--- src/rtl/dds_wr_if.sv ---
// Register write port of the multichannel DDS core.
//   wr_valid / wr_ready : handshake, a write is accepted when both are high
//   wr_ch               : target channel
//   wr_addr             : 0 step, 1 phase, 2 duty, 3 mode, 4 sweep_delta, 5 sweep_stop
//   wr_data             : write data (mode: [1:0] wave, [2] sweep_en)
//   wr_err              : one-cycle pulse after an accepted write to a bad channel/address
interface dds_wr_if #(
  parameter int ACC_W = 32
) ();
  logic             wr_valid;
  logic             wr_ready;
  logic [3:0]       wr_ch;
  logic [2:0]       wr_addr;
  logic [ACC_W-1:0] wr_data;
  logic             wr_err;

  modport master (
    output wr_valid, wr_ch, wr_addr, wr_data,
    input  wr_ready, wr_err
  );

  modport slave (
    input  wr_valid, wr_ch, wr_addr, wr_data,
    output wr_ready, wr_err
  );
endinterface

--- src/rtl/dds_multichannel_core.sv ---
// N-channel phase-accumulator DDS engine.
// Each channel owns a frequency step, phase offset, PWM duty, waveform mode
// and an optional linear frequency sweep. Settings land in shadow registers
// through the write port and are committed to all channels at once by apply_i.
// Ports:
//   clk_i      system clock
//   reset_i    synchronous active-high reset
//   run_i      1 = accumulators advance, 0 = accumulators and samples hold
//   sync_i     pulse: zero every accumulator
//   apply_i    pulse: copy all shadow registers into the active set
//   wr         register write port (slave side of dds_wr_if)
//   sig_out_o  channel k sample at [k*OUT_W +: OUT_W]
//   wrap_o     per-channel one-cycle pulse on accumulator carry
module dds_multichannel_core #(
  parameter int CH    = 4,
  parameter int ACC_W = 32,
  parameter int OUT_W = 16
) (
  input  logic                clk_i,
  input  logic                reset_i,
  input  logic                run_i,
  input  logic                sync_i,
  input  logic                apply_i,
  dds_wr_if.slave             wr,
  output logic [CH*OUT_W-1:0] sig_out_o,
  output logic [CH-1:0]       wrap_o
);

  typedef struct packed {
    logic [ACC_W-1:0] step;
    logic [ACC_W-1:0] phase;
    logic [ACC_W-1:0] duty;
    logic [1:0]       wave;
    logic             swen;
    logic [ACC_W-1:0] delta;
    logic [ACC_W-1:0] stop;
  } cfg_t;

  localparam logic [ACC_W-1:0] DUTY_RST = {1'b1, {(ACC_W-1){1'b0}}};
  localparam cfg_t CFG_RST = '{
    step:  '0,
    phase: '0,
    duty:  DUTY_RST,
    wave:  2'd0,
    swen:  1'b0,
    delta: '0,
    stop:  '1
  };

  // Sample shaping from the offset phase p.
  function automatic logic [OUT_W-1:0] wave_fn(
    input logic [ACC_W-1:0] p,
    input logic [ACC_W-1:0] duty,
    input logic [1:0]       wave
  );
    logic [OUT_W-1:0] r;
    r = p[ACC_W-2 -: OUT_W];
    case (wave)
      2'd0:    wave_fn = p[ACC_W-1 -: OUT_W];
      2'd1:    wave_fn = p[ACC_W-1] ? ~r : r;
      2'd2:    wave_fn = (p < duty) ? '1 : '0;
      default: wave_fn = p[ACC_W-1] ? '0 : '1;
    endcase
  endfunction

  // Next sweep step: grow by delta, fall back to the start step past stop.
  function automatic logic [ACC_W-1:0] sweep_fn(
    input logic [ACC_W-1:0] cur,
    input logic [ACC_W-1:0] delta,
    input logic [ACC_W-1:0] stop,
    input logic [ACC_W-1:0] start
  );
    logic [ACC_W:0] n;
    n = {1'b0, cur} + {1'b0, delta};
    sweep_fn = (n > {1'b0, stop}) ? start : n[ACC_W-1:0];
  endfunction

  cfg_t             shd_q [CH];
  cfg_t             shd_d [CH];
  cfg_t             act_q [CH];
  cfg_t             act_d [CH];
  logic [ACC_W-1:0] acc_q [CH];
  logic [ACC_W-1:0] acc_d [CH];
  logic [ACC_W-1:0] cur_q [CH];
  logic [ACC_W-1:0] cur_d [CH];
  logic [OUT_W-1:0] sig_q [CH];
  logic [OUT_W-1:0] sig_d [CH];
  logic [CH-1:0]    wrap_q;
  logic [CH-1:0]    wrap_d;
  logic             err_q;
  logic             err_d;

  logic [ACC_W:0]   sum_w [CH];
  logic [ACC_W-1:0] ph_w  [CH];
  logic             wr_accept;
  logic             wr_ok;

  // Writes stall during reset and during the apply cycle so a commit never
  // races a shadow update.
  assign wr.wr_ready = ~reset_i & ~apply_i;
  assign wr.wr_err   = err_q;

  assign wr_accept = wr.wr_valid & wr.wr_ready;
  assign wr_ok     = (5'(wr.wr_ch) < 5'(CH)) && (wr.wr_addr <= 3'd5);

  always_comb begin
    for (int k = 0; k < CH; k++) begin
      sum_w[k] = {1'b0, acc_q[k]} + {1'b0, cur_q[k]};
      ph_w[k]  = acc_q[k] + act_q[k].phase;
    end
  end

  always_comb begin
    shd_d  = shd_q;
    act_d  = act_q;
    acc_d  = acc_q;
    cur_d  = cur_q;
    sig_d  = sig_q;
    wrap_d = '0;
    err_d  = wr_accept & ~wr_ok;

    // Shadow register file.
    for (int k = 0; k < CH; k++) begin
      if (wr_accept && wr_ok && (wr.wr_ch == 4'(k))) begin
        case (wr.wr_addr)
          3'd0: shd_d[k].step  = wr.wr_data;
          3'd1: shd_d[k].phase = wr.wr_data;
          3'd2: shd_d[k].duty  = wr.wr_data;
          3'd3: begin
            shd_d[k].wave = wr.wr_data[1:0];
            shd_d[k].swen = wr.wr_data[2];
          end
          3'd4: shd_d[k].delta = wr.wr_data;
          3'd5: shd_d[k].stop  = wr.wr_data;
          default: ;
        endcase
      end
    end

    // Per-channel datapath. Priority low to high: run, apply, sync.
    for (int k = 0; k < CH; k++) begin
      if (run_i) begin
        acc_d[k]  = sum_w[k][ACC_W-1:0];
        wrap_d[k] = sum_w[k][ACC_W];
        sig_d[k]  = wave_fn(ph_w[k], act_q[k].duty, act_q[k].wave);
        if (act_q[k].swen && sum_w[k][ACC_W])
          cur_d[k] = sweep_fn(cur_q[k], act_q[k].delta, act_q[k].stop, act_q[k].step);
      end
      // The active step doubles as the sweep start, so the reload here wins
      // over a sweep update in the same cycle.
      if (apply_i) begin
        act_d[k] = shd_q[k];
        cur_d[k] = shd_q[k].step;
      end
      if (sync_i) begin
        acc_d[k]  = '0;
        wrap_d[k] = 1'b0;
      end
    end
  end

  always_ff @(posedge clk_i) begin
    if (reset_i) begin
      for (int k = 0; k < CH; k++) begin
        shd_q[k] <= CFG_RST;
        act_q[k] <= CFG_RST;
        acc_q[k] <= '0;
        cur_q[k] <= '0;
        sig_q[k] <= '0;
      end
      wrap_q <= '0;
      err_q  <= 1'b0;
    end else begin
      shd_q  <= shd_d;
      act_q  <= act_d;
      acc_q  <= acc_d;
      cur_q  <= cur_d;
      sig_q  <= sig_d;
      wrap_q <= wrap_d;
      err_q  <= err_d;
    end
  end

  always_comb begin
    sig_out_o = '0;
    for (int k = 0; k < CH; k++)
      sig_out_o[k*OUT_W +: OUT_W] = sig_q[k];
  end

  assign wrap_o = wrap_q;

endmodule

--- src/flat_wrapper.sv ---
// flat-port wrapper written by rule: the top's interface ports become plain ports
module dds_multichannel_core_flat 
#(
  parameter int CH    = 4,
  parameter int ACC_W = 32,
  parameter int OUT_W = 16
)
  (clk_i, reset_i, run_i, sync_i, apply_i, sig_out_o, wrap_o, wr_wr_valid, wr_wr_ch, wr_wr_addr, wr_wr_data, wr_wr_ready, wr_wr_err);
  dds_wr_if #(.ACC_W(ACC_W)) wr_i ();
  input  logic clk_i;
  input  logic reset_i;
  input  logic run_i;
  input  logic sync_i;
  input  logic apply_i;
  output logic [CH*OUT_W-1:0] sig_out_o;
  output logic [CH-1:0] wrap_o;
  input wire logic [$bits(wr_i.wr_valid)-1:0] wr_wr_valid;
  input wire logic [$bits(wr_i.wr_ch)-1:0] wr_wr_ch;
  input wire logic [$bits(wr_i.wr_addr)-1:0] wr_wr_addr;
  input wire logic [$bits(wr_i.wr_data)-1:0] wr_wr_data;
  output wire logic [$bits(wr_i.wr_ready)-1:0] wr_wr_ready;
  output wire logic [$bits(wr_i.wr_err)-1:0] wr_wr_err;
  assign wr_i.wr_valid = wr_wr_valid;
  assign wr_i.wr_ch = wr_wr_ch;
  assign wr_i.wr_addr = wr_wr_addr;
  assign wr_i.wr_data = wr_wr_data;
  assign wr_wr_ready = wr_i.wr_ready;
  assign wr_wr_err = wr_i.wr_err;
  dds_multichannel_core #(.CH(CH), .ACC_W(ACC_W), .OUT_W(OUT_W)) u_core (.clk_i(clk_i), .reset_i(reset_i), .run_i(run_i), .sync_i(sync_i), .apply_i(apply_i), .wr(wr_i), .sig_out_o(sig_out_o), .wrap_o(wrap_o));
endmodule
--- config.mk ---
export PLATFORM = sky130hd
export DESIGN_NAME = dds_multichannel_core_flat
export DESIGN_NICKNAME = d
export VERILOG_FILES = /design/src/rtl/dds_wr_if.sv /design/src/rtl/dds_multichannel_core.sv /design/src/flat_wrapper.sv
export SDC_FILE = /design/constraint.sdc
export NUM_CORES = 2
export LEC_CHECK = 0
export CORE_UTILIZATION = 33
export DETAILED_ROUTE_END_ITERATION = 12
export DONT_BUFFER_PORTS = 1
export GPL_ROUTABILITY_DRIVEN = 0
export SLEW_MARGIN = 40
export SYNTH_ARGS = -nofsm -noshare
export SYNTH_HDL_FRONTEND = slang
export SYNTH_SLANG_ARGS = --single-unit
--- constraint.sdc ---
create_clock -name clk_i -period 9 [get_ports clk_i]
set_clock_uncertainty 0.1 [all_clocks]
set_input_delay 1.8 -clock clk_i [delete_from_list [all_inputs] [get_ports clk_i]]
set_output_delay 1.8 -clock clk_i [all_outputs]
set_load 0.05 [all_outputs]
==> impl_metrics.json <==
{
  "wp_data_required_ns": 9.52,
  "layout-drive-gt1-share_pct": 4.99,
  "ys_ff_latch": 1629,
  "pin_count_of_the_biggest_net_entering_global_routing": 212,
  "dpl_worst_slack_ns": 2.12,
  "grt_pass1_vias": 67900,
  "number_of_nets_at_the_end_of_the_flow": 10400,
  "grt_setup_unrepaired": "false",
  "vertical_die_dimension_um": 508,
  "tritoncts": "yes",
  "synthDominantAreaCellType": "dfxtp_1",
  "post_synth_main_area_contributors": "dfxtp_1, ha_1, mux2i_1",
  "dominantRegCellSynth": "dfxtp_1",
  "period_share_pct": 73.6,
  "outcome": "complete, no violations",
  "finalNonFillerCells": 13200,
  "finalSetupTns_ns": 0,
  "netlist_area_um2": 84500,
  "cts.repair.resized": 0,
  "post_synth_edffs": 0,
  "achievable-frequency_mhz": 151,
  "total_leakage_power_uw": 0.0397,
  "clk_pin_slew_worst_paths_ns": 0.07,
  "unique_masters_post_synth": 112,
  "antenna_found_initial": 12,
  "max_cap_violations": 0,
  "most-common-layout-cells": "nand2_1, dfxtp_1, a21oi_1, nor2_1, mux2i_1",
  "critical_path_peak_fanout": 8,
  "postRouteAntennaNets": 0,
  "cellPowerDensity_nw_per_um2": 163,
  "critical_path_arrival_ns": 7.14,
  "port_buffers": 0,
  "initial_utilization_pct": 33.2,
  "synth_top_area_share_pct": 38.6,
  "final_common_cell": "nand2_1",
  "die_width_um": 508,
  "io_pins": 115,
  "route.detailed.vias_per_inst": 5.36,
  "hp-class": "reg2reg",
  "global_route.overflow_total": 0,
  "core_area_um2": 254000,
  "dp.final_hpwl_um": 175000,
  "async_reset_ff_share_pct": 0,
  "cts_buffers": 173,
  "timing.final.hold_violations": 0,
  "hold_buffers": 0,
  "syn_nets": 10800,
  "final_critical_path_time_including_i_o_delays_and_setup_ns": 6.62,
  "std_cell_rows": 185,
  "slew_headroom_pct": 32.0,
  "dr.pass1.iters": 8,
  "htree_num_levels": 4,
  "critPathKind": "reg2reg",
  "postRouteWirelength_um": 265000,
  "clkLatencyLatePin_ns": 0.84,
  "num_vias": 71000,
  "clockRootBuffer": "clkbuf_16",
  "wire_length_of_the_first_global_routing_pass_um": 403000,
  "drc": 0,
  "startpoint_type": "flip-flop",
  "max-vdd-ir-drop_uv": 175,
  "ys.warnings.count": 0,
  "synth_cells": 10100,
  "critPathCaptureType": "flip-flop",
  "tritoncts_sinks": 1629,
  "tightestPinTransition_ns": 0.992,
  "numPlacedInstances": 12900,
  "placed_area_um2": 87600,
  "postSynthAreaPerCell_um2": 8.39,
  "final_cell_area_um2": 93400,
  "synth.yosys.seq_area_share_pct": 38.6,
  "setup_slack_ns": 2.38,
  "die_area_um2": 258000,
  "setup_viol_count_final": 0,
  "clock_tree.buffer_depth": 3,
  "overall_global_routing_usage_pct": 19.9,
  "totalPowerFinal_uw": 15200,
  "area_delta_synth_final_pct": 10.6,
  "cts.repair_timing.setup_buffer_count": 0,
  "final-max-slew-violation-count": 0,
  "avgRoutedWirePerCell_um": 20.0,
  "drt-initial-drc-count": 5926
}
## synth_stat cells, drive strengths merged, types with 115 or more instances
| library cell | n |
|---|---|
| clkbuf | 466 |
| inv | 407 |
| a21o | 262 |
| nand2 | 1632 |
| xnor2 | 235 |
| mux2i | 790 |
| o21ai | 361 |
| buf | 115 |
| ha | 632 |
| a21oi | 1005 |
| dfxtp | 1629 |
| o211ai | 178 |
| nor2 | 963 |
## sequential cells by signal (all words and copies together), names as in the netlist
name              count
u_core.act_q        652
u_core.shd_q        652
u_core.acc_q        128
u_core.cur_q        128
u_core.sig_out_o     64
u_core.wrap_o         4
u_core.wr.wr_err      1
## through the flow
stage / hold WS [ns] / utilization (%)
floorplan: 0.327 / -
global placement: 0.337 / 34.2
detailed placement: 0.339 / 34.4
CTS: 0.340 / 36.7
global route: 0.358 / 36.7
finish: 0.341 / 36.7
## layer usage
metal / global-route usage, % / wire (um)
met3: 3.36 / 17300
met4: 7.01 / 9460
met2: 33.1 / 121000
met5: 0 / 23
met1: 25.8 / 117000
## final cells by class
type | instances | area, um^2
Tap cell | 3366 | 4210
Multi-Input combinational cell | 7448 | 48300
Inverter | 413 | 1570
Clock inverter | 59 | 734
Sequential cell | 1629 | 32600
Timing Repair Buffer | 80 | 981
Fill cell | 25500 | 161000
Clock buffer | 251 | 5050
Antenna cell | 1 | 2.50
## path summary, 6_finish.rpt
check | from | end | slack, ns | cells past startpoint
worst max-delay path | u_core.cur_q[1] | u_core.cur_q[21] | 2.38 | 23
worst min-delay path | u_core.shd_q[6] | u_core.act_q[6] | 0.34 | 2
worst max register to register | u_core.cur_q[1] | u_core.cur_q[21] | 2.38 | 23
worst min register to register | u_core.shd_q[6] | u_core.act_q[6] | 0.34 | 2
## cell families after synthesis
kind of cell             Yosys count  share of synthesized area (%)
AO/OA/AOI/OAI                   2486                           18.5
XOR/XNOR                         321                           3.37
adder cells (fa/ha/maj)          644                           9.64
buffers and inverters            994                           4.51
flip-flops                      1629                           38.6
multiplexers                     795                           9.42
AND/OR/NAND/NOR                 3202                           15.9
## where the power goes
group | internal [uW] | switching, uW
registers | 7260 | 87.2
clock network | 4240 | 3080
logic | 166 | 351
total | 11700 | 3520
## worst max-delay path, stage by stage (launching register included)
cell	delay, ns
dfxtp_1	0.44
ha_1	0.27
a21o_1	0.17
a21oi_2	0.20
o211ai_1	0.20
a2111o_1	0.53
a31oi_1	0.28
o21ai_1	0.12
a41o_1	0.31
a21oi_1	0.30
nor2_1	0.09
o31a_1	0.25
ha_1	0.18
a21o_1	0.18
a21o_1	0.17
a21o_1	0.17
a21oi_1	0.12
o21ai_0	0.14
o21ai_0	0.16
o21ai_0	0.15
nor2_4	0.34
mux2_2	0.40
mux2i_1	0.78
o22ai_1	0.35
Note: power is estimated with default switching activity, not from simulation.
